`src/rtl/gol_gen_sequencer.sv`:
```
// ============================================================================
// Module   : gol_gen_sequencer
// Brief    : Steps one Game of Life generation row by row over ping-pong BRAMs.
// Revision : 1.0 - initial release
// ============================================================================
`default_nettype none

module gol_gen_sequencer #(
    parameter int Y_SIZE    = 720,
    parameter int Y_WIDTH   = 10,
    parameter int RD_LAT    = 1,
    parameter int GEN_WIDTH = 16
) (
    input  logic                 clk,
    input  logic                 rst,
    input  logic                 start,
    input  logic                 run,
    output logic                 busy,
    output logic                 gen_done,
    output logic [GEN_WIDTH-1:0] gen_count,
    output logic                 src_bank,
    output logic                 rd_en,
    output logic [Y_WIDTH-1:0]   rd_addr,
    output logic                 rd_bank,
    output logic                 lb_shift,
    output logic                 lb_zero,
    output logic                 calc_valid,
    output logic [Y_WIDTH-1:0]   calc_row,
    input  logic                 ns_done,
    output logic                 wr_en,
    output logic [Y_WIDTH-1:0]   wr_addr,
    output logic                 wr_bank
);

    localparam int K_W  = Y_WIDTH + 1;
    localparam int WC_W = (RD_LAT > 2) ? $clog2(RD_LAT) : 1;
    localparam logic [K_W-1:0]     Y_SIZE_K  = K_W'(Y_SIZE);
    localparam logic [Y_WIDTH-1:0] LAST_ROW  = Y_WIDTH'(Y_SIZE - 1);
    localparam logic [WC_W-1:0]    WAIT_INIT = (RD_LAT > 1) ? WC_W'(RD_LAT - 2) : '0;

    typedef enum logic [3:0] {
        S_IDLE       = 4'd0,
        S_PRIME_ZERO = 4'd1,
        S_FETCH      = 4'd2,
        S_WAIT       = 4'd3,
        S_SHIFT      = 4'd4,
        S_CALC       = 4'd5,
        S_WAIT_NS    = 4'd6,
        S_WRITE      = 4'd7,
        S_DONE       = 4'd8
    } state_t;

    state_t                 state_q, state_d;
    logic [Y_WIDTH-1:0]     r_q, r_d;
    logic [K_W-1:0]         k_q, k_d;
    logic [1:0]             prime_q, prime_d;
    logic [WC_W-1:0]        wcnt_q, wcnt_d;
    logic                   skip_q, skip_d;
    logic                   src_bank_q, src_bank_d;
    logic [GEN_WIDTH-1:0]   gen_count_q, gen_count_d;
    logic                   done_prev_q;

    logic                   busy_q, gen_done_q, rd_en_q, lb_shift_q, lb_zero_q;
    logic                   calc_valid_q, wr_en_q;
    logic [Y_WIDTH-1:0]     rd_addr_q, calc_row_q;

    always_comb begin
        state_d     = state_q;
        r_d         = r_q;
        k_d         = k_q;
        prime_d     = prime_q;
        wcnt_d      = wcnt_q;
        skip_d      = skip_q;
        src_bank_d  = src_bank_q;
        gen_count_d = gen_count_q;
        case (state_q)
            S_IDLE: begin
                if (start || (run && done_prev_q)) begin
                    r_d     = '0;
                    k_d     = '0;
                    prime_d = '0;
                    state_d = S_PRIME_ZERO;
                end
            end
            S_PRIME_ZERO: state_d = S_FETCH;
            S_FETCH: begin
                // Rows past the bottom edge are never read; the shift loads zeros.
                if (k_q < Y_SIZE_K) begin
                    skip_d = 1'b0;
                    if (RD_LAT > 1) begin
                        wcnt_d  = WAIT_INIT;
                        state_d = S_WAIT;
                    end else begin
                        state_d = S_SHIFT;
                    end
                end else begin
                    skip_d  = 1'b1;
                    state_d = S_SHIFT;
                end
            end
            S_WAIT: begin
                if (wcnt_q == '0) begin
                    state_d = S_SHIFT;
                end else begin
                    wcnt_d = wcnt_q - 1'b1;
                end
            end
            S_SHIFT: begin
                k_d = k_q + 1'b1;
                if (prime_q < 2'd1) begin
                    prime_d = prime_q + 2'd1;
                    state_d = S_FETCH;
                end else begin
                    state_d = S_CALC;
                end
            end
            S_CALC:    state_d = S_WAIT_NS;
            S_WAIT_NS: if (ns_done) state_d = S_WRITE;
            S_WRITE: begin
                if (r_q == LAST_ROW) begin
                    src_bank_d  = ~src_bank_q;
                    gen_count_d = gen_count_q + 1'b1;
                    state_d     = S_DONE;
                end else begin
                    r_d     = r_q + 1'b1;
                    state_d = S_FETCH;
                end
            end
            S_DONE:  state_d = S_IDLE;
            default: state_d = S_IDLE;
        endcase
    end

    // Strobes are decoded from the next state so each is registered and
    // high for exactly the cycle its state occupies.
    always_ff @(posedge clk) begin
        if (rst) begin
            state_q      <= S_IDLE;
            r_q          <= '0;
            k_q          <= '0;
            prime_q      <= '0;
            wcnt_q       <= '0;
            skip_q       <= 1'b0;
            src_bank_q   <= 1'b0;
            gen_count_q  <= '0;
            done_prev_q  <= 1'b0;
            busy_q       <= 1'b0;
            gen_done_q   <= 1'b0;
            rd_en_q      <= 1'b0;
            rd_addr_q    <= '0;
            lb_shift_q   <= 1'b0;
            lb_zero_q    <= 1'b0;
            calc_valid_q <= 1'b0;
            calc_row_q   <= '0;
            wr_en_q      <= 1'b0;
        end else begin
            state_q      <= state_d;
            r_q          <= r_d;
            k_q          <= k_d;
            prime_q      <= prime_d;
            wcnt_q       <= wcnt_d;
            skip_q       <= skip_d;
            src_bank_q   <= src_bank_d;
            gen_count_q  <= gen_count_d;
            done_prev_q  <= gen_done_q;
            busy_q       <= (state_d != S_IDLE);
            gen_done_q   <= (state_d == S_DONE);
            rd_en_q      <= (state_d == S_FETCH) && (k_d < Y_SIZE_K);
            if ((state_d == S_FETCH) && (k_d < Y_SIZE_K)) begin
                rd_addr_q <= k_d[Y_WIDTH-1:0];
            end
            lb_shift_q   <= (state_d == S_PRIME_ZERO) || (state_d == S_SHIFT);
            lb_zero_q    <= (state_d == S_PRIME_ZERO) || ((state_d == S_SHIFT) && skip_d);
            calc_valid_q <= (state_d == S_CALC);
            if (state_d == S_CALC) begin
                calc_row_q <= r_d;
            end
            wr_en_q      <= (state_d == S_WRITE);
        end
    end

    assign busy       = busy_q;
    assign gen_done   = gen_done_q;
    assign gen_count  = gen_count_q;
    assign src_bank   = src_bank_q;
    assign rd_en      = rd_en_q;
    assign rd_addr    = rd_addr_q;
    assign rd_bank    = src_bank_q;
    assign lb_shift   = lb_shift_q;
    assign lb_zero    = lb_zero_q;
    assign calc_valid = calc_valid_q;
    assign calc_row   = calc_row_q;
    assign wr_en      = wr_en_q;
    assign wr_addr    = calc_row_q;
    assign wr_bank    = ~src_bank_q;

endmodule

`default_nettype wire

```
`config.mk`:
```
export PLATFORM = sky130hd
export DESIGN_NAME = gol_gen_sequencer
export DESIGN_NICKNAME = d
export VERILOG_FILES = /design/src/rtl/gol_gen_sequencer.sv
export SDC_FILE = /design/constraint.sdc
export NUM_CORES = 1
export LEC_CHECK = 0
export ABC_AREA = 1
export CAP_MARGIN = 5
export CORE_MARGIN = 3
export CORE_UTILIZATION = 57
export DETAILED_ROUTE_END_ITERATION = 8
export GPL_ROUTABILITY_DRIVEN = 0
export PLACE_DENSITY = 0.85
export REMOVE_ABC_BUFFERS = 1
export SLEW_MARGIN = 20
export SYNTH_ARGS = -nofsm -noshare
export SYNTH_HDL_FRONTEND = slang
export SYNTH_SLANG_ARGS = --single-unit
```
`constraint.sdc`:
```
create_clock -name clk -period 5.5 [get_ports clk]
set_clock_uncertainty 0.05 [all_clocks]
set_input_delay 1.1 -clock clk [delete_from_list [all_inputs] [get_ports clk]]
set_output_delay 1.1 -clock clk [all_outputs]
set_load 0.02 [all_outputs]
```
==> metrics.yaml <==
num_io_pins: 61
cts_buffer_depth: 2
clock-sinks: 73
grt_pass1_vias: 3389
synth_edf_count: 0
path_class: "input pin to flop"
hold_end: "done_prev_q$_SDFF_PP0_"
vias: 3513
ant_nets: 0
nets: 579
yosys_warnings: 0
crit_fanout: 39
overflow: 0
postCtsResizedCells: 0
async_reset_ff_share_pct: 0
vias_per_cell: 5.40
synthCells: 518
wl_um: 8650
wire_per_inst_um: 13.3
cpMostUsedCell: "inv_1"
drive_gt1_share_pct: 8.35
cp.required_ns: 5.75
cts_hold_buf: 0
power_density_nw_per_um2: 263
drtIter0Drc: 215
tns_ns: 0
r2r_start: "r_q[0]$_SDFF_PP0_"
io_buffer_count: 60
core_area_sq_um: 6030
firstDrtPassIters: 7
synth_top_area_cell: "dfxtp_1"
grt_max_degree: 40
path_buf_inv: 4
avgSynthCellArea_sq_um: 7.00
dp_hpwl_um: 5860
fill_cells: 487
crit_family: "buffers and inverters"
finalHoldViolCount: 0
r2r_end: "rd_addr[7]$_SDFFE_PP0P_"
synth.top_cell.area_share_pct: 40.3
drv_cap: 0
drcViolationCount: 0
clock.fmax_mhz: 355
grt_pass1_wl_um: 14900
rrSetupSlack_ns: 3.20
chipHeight_um: 85.8
crit_path_top_delay_cell: "inv_1"
ys_seq_area_share_pct: 40.3
track_usage_pct: 24.8
whs_ns: 0.391
ys_ff_latch: 73
start_util_pct: 60.2
clk-insertion-delay-late_ns: 0.35
worst_path_largest_cell_delay_ns: 0.80
setup_viol: 0
hold_class: "flop to flop"
post-route-period-util_pct: 51.2
rsz0062_at_grt: "no"
antenna_cells: 0
min_period_ns: 2.82
leakagePower_uw: 0.00191
final-max-slew-violation-count: 0
clk_pin_slew_ns: 0.08
slew_headroom_pct: 32.3
reg2reg_depth: 12
dieArea_sq_um: 7360
path_cells: "clkdlybuf4s50_1 -> buf_4 -> inv_1 -> o21ai_0 -> o21bai_1 -> inv_1"
cts_root_buffer: "clkbuf_8"
area_growth_pct: 22.2
htree_levels: 3
hp-start: "gen_done$_SDFF_PP0_"
status: "finished clean"
hold_depth: 2
rows: 28
worst_pin_slew_ns: 1.01
post_cts_buffers: 0
die_w_um: 85.8
end_kind: "flop"
antenna_found_initial: 0
cp.arrival_ns: 3.06
syn-cell-area_sq_um: 3630
ir_drop_v: 0.000147
ys_top_cells_by_area: "dfxtp_1, nand2_1, inv_1"
synthFlopType: "dfxtp_1"
cts_buffers: 9
start_kind: "input pin"
yosysUniqueCellTypes: 46
tritoncts: "built"
[cells by family (layout without fill, tap and decap cells)]
| family | Yosys count | after routing | synth area share (%) |
|---|---|---|---|
| flip-flops | 73 | 73 | 40.3 |
| buffers and inverters | 106 | 163 | 12.4 |
| XOR/XNOR | 5 | 5 | 1.21 |
| AO/OA/AOI/OAI | 68 | 68 | 10.8 |
| adder cells (fa/ha/maj) | 4 | 4 | 1.38 |
| AND/OR/NAND/NOR | 262 | 262 | 33.9 |
[metrics by stage]
step | cell area, sq um | total power (uW) | worst slack, ns | std cells | utilization, %
global placement | 4200 | 694 | 2.40 | 634 | 69.8
global route | 4430 | 1210 | 2.55 | 650 | 73.6
finish | 4430 | 1170 | 2.68 | 650 | 73.6
floorplan | 3500 | 645 | 3.22 | 498 | -
CTS | 4430 | 1170 | 2.72 | 650 | 73.6
detailed placement | 4200 | 698 | 2.37 | 634 | 69.8
[worst max-delay path by stage]
| stage | start | endpoint | slack (ns) | cells after the start |
|---|---|---|---|---|
| after floorplan | run | rd_addr[0]$_SDFFE_PP0P_ | 3.22 | 11 |
| after global placement | rst | calc_row[9]$_SDFFE_PP0P_ | 2.40 | 6 |
| after detailed placement | rst | calc_row[8]$_SDFFE_PP0P_ | 2.37 | 6 |
| after CTS | rst | calc_row[9]$_SDFFE_PP0P_ | 2.72 | 6 |
| after global routing | rst | gen_count[0]$_SDFFE_PP0N_ | 2.55 | 5 |
| final | rst | calc_row[9]$_SDFFE_PP0P_ | 2.68 | 6 |
[cells in the mapped netlist (3+ instances only)]
library cell / n
inv_2: 3
nor4_1: 6
o211ai_1: 6
a31oi_1: 3
o21ai_0: 27
dfxtp_1: 73
clkbuf_1: 4
nor3_1: 9
nand3_1: 37
nand2_2: 7
nor2_2: 6
nand2_1: 105
buf_4: 11
ha_1: 4
inv_1: 80
nand3_2: 3
xnor2_1: 3
a21oi_1: 19
nand4_1: 5
nor2_1: 71
[cell usage in the layout, fill, tap and decap left out, drive strengths merged]
cell / count
clkdlybuf4s50: 60
a32oi: 1
bufinv: 2
nand4: 6
clkbuf: 11
and3: 1
nor3: 10
a211oi: 2
xor2: 2
nand3: 41
o21ai: 29
ha: 4
clkinv: 4
o211ai: 6
nand2: 114
xnor2: 3
a31oi: 3
nor4: 6
dfxtp: 73
a21boi: 1
buf: 1
a22o: 1
o2111ai: 1
o22ai: 2
clkinvlp: 1
o21bai: 2
nor2: 81
a21oi: 19
nand3b: 1
nor3b: 2
inv: 84
o31ai: 1
[routing by layer]
layer	vias to the layer above	wire [um]	global-route usage, %
met5	-	0	0
met4	0	167	10.4
met3	22	596	5.76
met2	138	4060	41.0
met1	1613	3830	31.1
li1	1740	-	-
[report_power, final]
| group | total, uW | internal [uW] | switching [uW] |
|---|---|---|---|
| registers | 554 | 545 | 9.64 |
| logic | 132 | 49.8 | 82.5 |
| clock network | 480 | 279 | 202 |
| total | 1170 | 873 | 294 |
[cell type report]
type                    count  area [sq um]  area share (%)
clock buffers              11           151            3.42
flip-flops and latches     73          1460            33.0
clock inverters             5          77.6            1.75
inverters                  86           325            7.34
well taps                  75          93.8            2.12
repair buffers             61           608            13.7
multi-input cells         339          1720            38.7
[flip-flops by register name, indices dropped and copies added, names as in the netlist, 2 cells and up]
register   flops
k_q           11
r_q           10
gen_count     16
calc_row      10
state_q        4
rd_addr       10
prime_q        2
[worst reg2reg max path, stage by stage (launching register included)]
cell,delay (ns)
dfxtp_1,0.35
ha_1,0.27
nand3_1,0.22
inv_1,0.09
nand3_1,0.20
nor2_4,0.08
nor2_1,0.18
nand2_1,0.12
nor2_4,0.18
nand2_2,0.18
nand3_1,0.12
nand2_1,0.05
nor2_1,0.14
Note: power is estimated with default switching activity, not from simulation.
